--- config.mk ---
export PLATFORM = sky130hd
export DESIGN_NAME = fifo_stream_reader
export DESIGN_NICKNAME = d
export VERILOG_FILES = /design/src/rtl/fifo_stream_reader.sv
export SDC_FILE = /design/constraint.sdc
export NUM_CORES = 1
export LEC_CHECK = 0
export BUFFER_PORTS_ARGS = -buffer_cell sky130_fd_sc_hd__buf_2
export CORE_MARGIN = 2
export CORE_UTILIZATION = 52
export CTS_CLUSTER_DIAMETER = 120
export CTS_CLUSTER_SIZE = 24
export DETAILED_ROUTE_END_ITERATION = 8
export GPL_TIMING_DRIVEN = 0
export PLACE_DENSITY = 0.71
export SLEW_MARGIN = 10
export SYNTH_ARGS = -nofsm -noshare
export SYNTH_HDL_FRONTEND = slang
export SYNTH_SLANG_ARGS = --single-unit
--- constraint.sdc ---
create_clock -name clk -period 9.2 [get_ports clk]
set_input_delay 1.38 -clock clk [delete_from_list [all_inputs] [get_ports clk]]
set_output_delay 1.38 -clock clk [all_outputs]
set_load 0.05 [all_outputs]
--- src/rtl/fifo_stream_reader.sv ---
// Read-side controller for the synchronous FIFO: drains it through a 3-entry
// buffer and presents the words as a framed valid/ready stream.
module fifo_stream_reader #(
    parameter int DATA_WIDTH = 8,
    parameter int LEN_WIDTH  = 8,
    parameter int CNT_WIDTH  = 16
) (
    input  logic                  clk,
    input  logic                  rst_n,
    input  logic                  enable,
    input  logic                  fifo_empty,
    output logic                  fifo_rd_en,
    input  logic [DATA_WIDTH-1:0] fifo_data,
    input  logic [LEN_WIDTH-1:0]  pkt_len,
    output logic                  m_valid,
    input  logic                  m_ready,
    output logic [DATA_WIDTH-1:0] m_data,
    output logic                  m_last,
    output logic [CNT_WIDTH-1:0]  words_out,
    output logic                  idle
);

    // Stream handshake: a word moves when m_valid and m_ready are both high on
    // a rising edge; once raised, m_valid/m_data/m_last hold until that edge.

    logic [DATA_WIDTH-1:0] buffer [0:2];
    logic [1:0]            head;
    logic [1:0]            tail;
    logic [1:0]            occ;
    logic                  inflight;
    logic [LEN_WIDTH-1:0]  beat_cnt;
    logic [LEN_WIDTH-1:0]  len_q;
    logic [LEN_WIDTH-1:0]  len_in;
    logic [LEN_WIDTH-1:0]  eff_len;
    logic [2:0]            fill;
    logic                  handshake;

    function automatic logic [1:0] next_ptr(input logic [1:0] p);
        return (p == 2'd2) ? 2'd0 : p + 2'd1;
    endfunction

    // Reserve a slot for every read in flight so the buffer can never overflow,
    // which keeps m_ready out of the read-issue path.
    assign fill       = {1'b0, occ} + {2'b00, inflight};
    assign fifo_rd_en = rst_n & enable & ~fifo_empty & (fill < 3'd3);

    assign m_valid   = (occ != 2'd0);
    assign m_data    = buffer[head];
    assign handshake = m_valid & m_ready;
    assign idle      = (occ == 2'd0) & ~inflight;

    // A packet length is latched on its first beat so later pkt_len changes
    // only affect the following packet.
    assign len_in  = (pkt_len == '0) ? LEN_WIDTH'(1) : pkt_len;
    assign eff_len = (beat_cnt == '0) ? len_in : len_q;
    assign m_last  = m_valid & (beat_cnt == eff_len - LEN_WIDTH'(1));

    always_ff @(posedge clk) begin
        if (!rst_n) begin
            for (int i = 0; i < 3; i++) begin
                buffer[i] <= '0;
            end
            head      <= 2'd0;
            tail      <= 2'd0;
            occ       <= 2'd0;
            inflight  <= 1'b0;
            beat_cnt  <= '0;
            len_q     <= '0;
            words_out <= '0;
        end else begin
            inflight <= fifo_rd_en;
            occ      <= occ + {1'b0, inflight} - {1'b0, handshake};
            if (inflight) begin
                buffer[tail] <= fifo_data;
                tail         <= next_ptr(tail);
            end
            if (handshake) begin
                head      <= next_ptr(head);
                words_out <= words_out + CNT_WIDTH'(1);
                if (beat_cnt == '0) begin
                    len_q <= len_in;
                end
                if (m_last) begin
                    beat_cnt <= '0;
                end else begin
                    beat_cnt <= beat_cnt + LEN_WIDTH'(1);
                end
            end
        end
    end

endmodule

==> reports/summary.log <==
INFO  cells_and_area total_nets_final=441
INFO  die            fp.dieArea=0.00782mm^2
INFO  clocking       tritoncts=yes
INFO  global_routing grt_remaining_overflow=0
INFO  die            design.core.area=0.00683mm^2
INFO  power_and_ir_drop vdd_drop_max=136uV
INFO  sta            unrepaired_setup_endpoints_after_global_routing=no
INFO  setup_path     crit_required=7.82ns
INFO  setup_path     setup.worst_path.start_class=input port
INFO  cells_and_area finalNonFillerCells=513
INFO  synthesis      post_synth_inst_count=353
INFO  die            floorplan.initialDensity=54.2%
INFO  sta            clock_skew=0.00634ns
INFO  place          placed_cells=497
INFO  route          vias_post_dr=2730
INFO  global_routing grt.total_usage=20.9%
INFO  global_routing first_pass_grt_wire_length=12500um
INFO  power_and_ir_drop sw_frac_of_total=35.8%
INFO  synthesis      synthArstFlopShare=0%
INFO  route          routed_wl=7400um
INFO  synthesis      synth_sequential_area_ratio=48.1%
INFO  clocking       cts_setup_buffers=0
INFO  setup_path     end_kind=output port
INFO  synthesis      postSynthAreaPerCell=10.5um^2
INFO  setup_path     critical_path.top_delay_family=compound AO/OA/AOI/OAI gates
INFO  global_routing vias_in_the_first_global_route=2635
INFO  synthesis      number_of_enable_flip_flop_cells_after_synthesis=32
INFO  clocking       number_of_clock_buffers_inserted_by_tritoncts=9
INFO  place          port-buffer-count=48
INFO  setup_path     cp_slowest_cell=sky130_fd_sc_hd__a2111oi_4
INFO  power_and_ir_drop p_per_area=223mW/mm^2
INFO  clocking       post_cts_hold_buffer_count=0
INFO  cells_and_area final_layout_size_suffix_gt1_share=20.6%
INFO  synthesis      synth.distinct_cells=46
INFO  cells_and_area final_cell_mix=sky130_fd_sc_hd__buf_2, sky130_fd_sc_hd__and2_1, sky130_fd_sc_hd__dfxtp_1, sky130_fd_sc_hd__nand2_1, sky130_fd_sc_hd__edfxtp_1
INFO  cells_and_area final-seq-area=0.00178mm^2
INFO  worst_hold_path min_delay_worst_type=flip-flop to flip-flop
INFO  clocking       clkSlewWorstSetupHoldPaths=0.07ns
INFO  setup_path     crit_path_cell_trace=buf_2 > or4_4 > o41ai_2 > mux2i_2 > ha_1 > or3b_2 > a21oi_1 > a31o_2 > a2111oi_0 > mux2i_1 > a2111oi_4 > buf_2
INFO  clocking       numClockSinks=73
INFO  setup_path     critical_path_buf_inv_count=2
INFO  die            vertical_die_dimension=88.4um
INFO  die            floorplan.rows=30
INFO  power_and_ir_drop share_comb_of_total_power=33.2%
INFO  sta            slew_viol_final=0
INFO  flow_run       drv_cap=0
INFO  sta            timing.final.setup_violations=0
INFO  place          post-dp-hpwl=5230um
INFO  sta            hold_viol_final=0
INFO  cells_and_area multiInputGateArea=0.00181mm^2
INFO  place          gp_routability_congestion=0.852
INFO  setup_path     critPathKind=input port to output port
INFO  global_routing grt_max_degree=14
INFO  outcome        result_of_the_run=finished, final reports clean
INFO  setup_path     crit_arrival=4.75ns
INFO  clocking       post_cts_resize_count=0
INFO  cells_and_area layout.filler_cells=599
INFO  sta            timing.final.crit_period=6.13ns
INFO  sta            max_slew.worst_pin.slew=0.907ns
INFO  clocking       clock_path_buffers=2
INFO  synthesis      ys.flop_type=sky130_fd_sc_hd__dfxtp_1
INFO  synthesis      synth-seq-cells=73
INFO  cells_and_area n_antenna_cell=0
INFO  route          drt_first_pass_iters=4
INFO  sta            tns=0ns
INFO  die            die_w=88.4um
INFO  clocking       cts_htree_levels=3
INFO  cells_and_area most_common_cell_after_layout_fill_and_taps_aside=sky130_fd_sc_hd__buf_2
INFO  clocking       insertion_delay=0.35ns
INFO  route          drt_drc_violations_left=0
INFO  synthesis      synth.cell_area=0.00370mm^2
INFO  power_and_ir_drop power.leakage=1.66nW
INFO  setup_path     worst-path-max-fanout=9
INFO  synthesis      postSynthNetCount=382
INFO  setup_path     worst_path_most_repeated_cell=sky130_fd_sc_hd__buf_2
INFO  sta            timing.fmax=0.163GHz
INFO  setup_path     cp_slowest_stage_delay=0.63ns
INFO  power_and_ir_drop p_switching=0.000340W
INFO  power_and_ir_drop p_clk_share=26.0%
INFO  global_routing antenna_found_initial=0
INFO  cells_and_area area_growth_syn_to_layout=15.0%
INFO  sta            finalCritPeriodShare=66.6%
INFO  power_and_ir_drop power.sequential.fraction=40.8%
INFO  route          post_drt_via_cell_ratio=5.32
INFO  route          ant_nets=0
INFO  sta            slew-limit-headroom=39.1%
INFO  power_and_ir_drop pint=0.000610W
INFO  synthesis      ys_warn_count=0
INFO  die            num_io_pins=49
INFO  route          route.detailed.wl_per_inst=14.4um
INFO  clocking       clock_tree.root_cell=sky130_fd_sc_hd__clkbuf_8
INFO  route          detailedRoute.firstIterationViolations=107
[cell families after synthesis]
kind of cell,after synthesis,share of synthesized area [%]
AOI/OAI and AO/OA,45,8.68
and+or+nand+nor,153,22.5
adders and majority gates,8,2.70
xor gates and xnor gates,30,7.09
muxes,18,7.73
buffers and inverters,26,3.17
DFF,73,48.1
[power groups by stage]
stage | clock network (W) | registers (W) | logic [W]
2_1_floorplan | 0 | 0.000396 | 0.000246
3_3_place_gp | 0 | 0.000393 | 0.000312
5_1_grt | 0.000264 | 0.000392 | 0.000346
6_report | 0.000247 | 0.000388 | 0.000315
3_5_place_dp | 0 | 0.000395 | 0.000315
4_1_cts | 0.000253 | 0.000388 | 0.000317
[registers in the layout (all words and copies together), names as in the netlist, named ones only]
register and flops:
words_out 16, occ 2, head 2, tail 2, len_q 8, beat_cnt 8
buffer 32, inflight 1
[layout make-up]
| cell class | count | area share (%) |
|---|---|---|
| buffer | 17 | 1.97 |
| inverter | 9 | 0.793 |
| multi-input combinational | 254 | 42.4 |
| clock buffer | 10 | 3.00 |
| tap | 96 | 2.82 |
| clock inverter | 6 | 1.59 |
| sequential | 73 | 41.8 |
| timing repair buffer | 48 | 5.64 |
[tightest hold or removal path, cell delays in order (launching register included)]
cell and delay [ns]:
sky130_fd_sc_hd__dfxtp_1 0.34, sky130_fd_sc_hd__nand2_1 0.06, sky130_fd_sc_hd__a21boi_0 0.06
[layer usage]
layer / global-route usage (%) / up-vias / share of wire, %
li1: - / 1373 / -
met4: 6.61 / 0 / 1.0
met5: 0 / - / 0
met3: 4.66 / 10 / 3.8
met1: 29.2 / 1292 / 49
met2: 32.5 / 55 / 46
[worst paths after layout]
kind              cells after the start                      start                   endpoint  slack (ns)
hold / removal                        2  words_out[1]$_SDFFE_PN0P_  words_out[1]$_SDFFE_PN0P_        0.51
setup reg to reg                     16   beat_cnt[0]$_SDFFE_PN0P_   beat_cnt[7]$_SDFFE_PN0P_        4.90
setup / recovery                     12                 pkt_len[3]                     m_last        3.07
hold reg to reg                       2  words_out[1]$_SDFFE_PN0P_  words_out[1]$_SDFFE_PN0P_        0.51
[through the flow]
step	area, um^2	hold WS, ns	utilization, %	power, W	setup slack (ns)
after floorplan	3700	0.464	-	0.000642	3.48
final	4260	0.512	62.4	0.000950	3.07
after CTS	4260	0.514	62.4	0.000958	3.05
after global routing	4260	0.547	62.4	0.00100	2.71
after detailed placement	4070	0.499	59.5	0.000710	3.00
after global placement	4070	0.484	59.5	0.000706	3.02
[synthesized netlist by cell type, types with 2 or more instances]
cell                        number  area, um^2
sky130_fd_sc_hd__nand2_1        35         131
sky130_fd_sc_hd__xnor2_1        26         228
sky130_fd_sc_hd__nand2b_1        2        12.5
sky130_fd_sc_hd__or4_1           2        15.0
sky130_fd_sc_hd__edfxtp_1       32         961
sky130_fd_sc_hd__mux4_2          8         180
sky130_fd_sc_hd__a21oi_1        11        55.1
sky130_fd_sc_hd__or3_1           3        18.8
sky130_fd_sc_hd__inv_1           8        30.0
sky130_fd_sc_hd__clkbuf_1       12        45.0
sky130_fd_sc_hd__nand4_1         8        50.1
sky130_fd_sc_hd__a211oi_1        2        15.0
sky130_fd_sc_hd__mux2_2          2        22.5
sky130_fd_sc_hd__and3_1          4        25.0
sky130_fd_sc_hd__and2_1         41         257
sky130_fd_sc_hd__nor3_1         12        60.1
sky130_fd_sc_hd__o21ai_0         9        45.0
sky130_fd_sc_hd__dfxtp_1        41         821
sky130_fd_sc_hd__a21boi_0       11        82.6
sky130_fd_sc_hd__nor3b_1         2        15.0
sky130_fd_sc_hd__a2111oi_0       3        26.3
sky130_fd_sc_hd__buf_6           2        22.5
sky130_fd_sc_hd__or4_4           2        22.5
sky130_fd_sc_hd__ha_1            8         100
sky130_fd_sc_hd__o21ai_1         2        10.0
sky130_fd_sc_hd__mux2i_1         7        70.1
sky130_fd_sc_hd__xor2_1          4        35.0
sky130_fd_sc_hd__nand3_1        20         100
sky130_fd_sc_hd__nor2_1         12        45.0
sky130_fd_sc_hd__a221oi_1        2        17.5
sky130_fd_sc_hd__nor2b_1         5        31.3
Note: power is estimated with default switching activity, not from simulation.
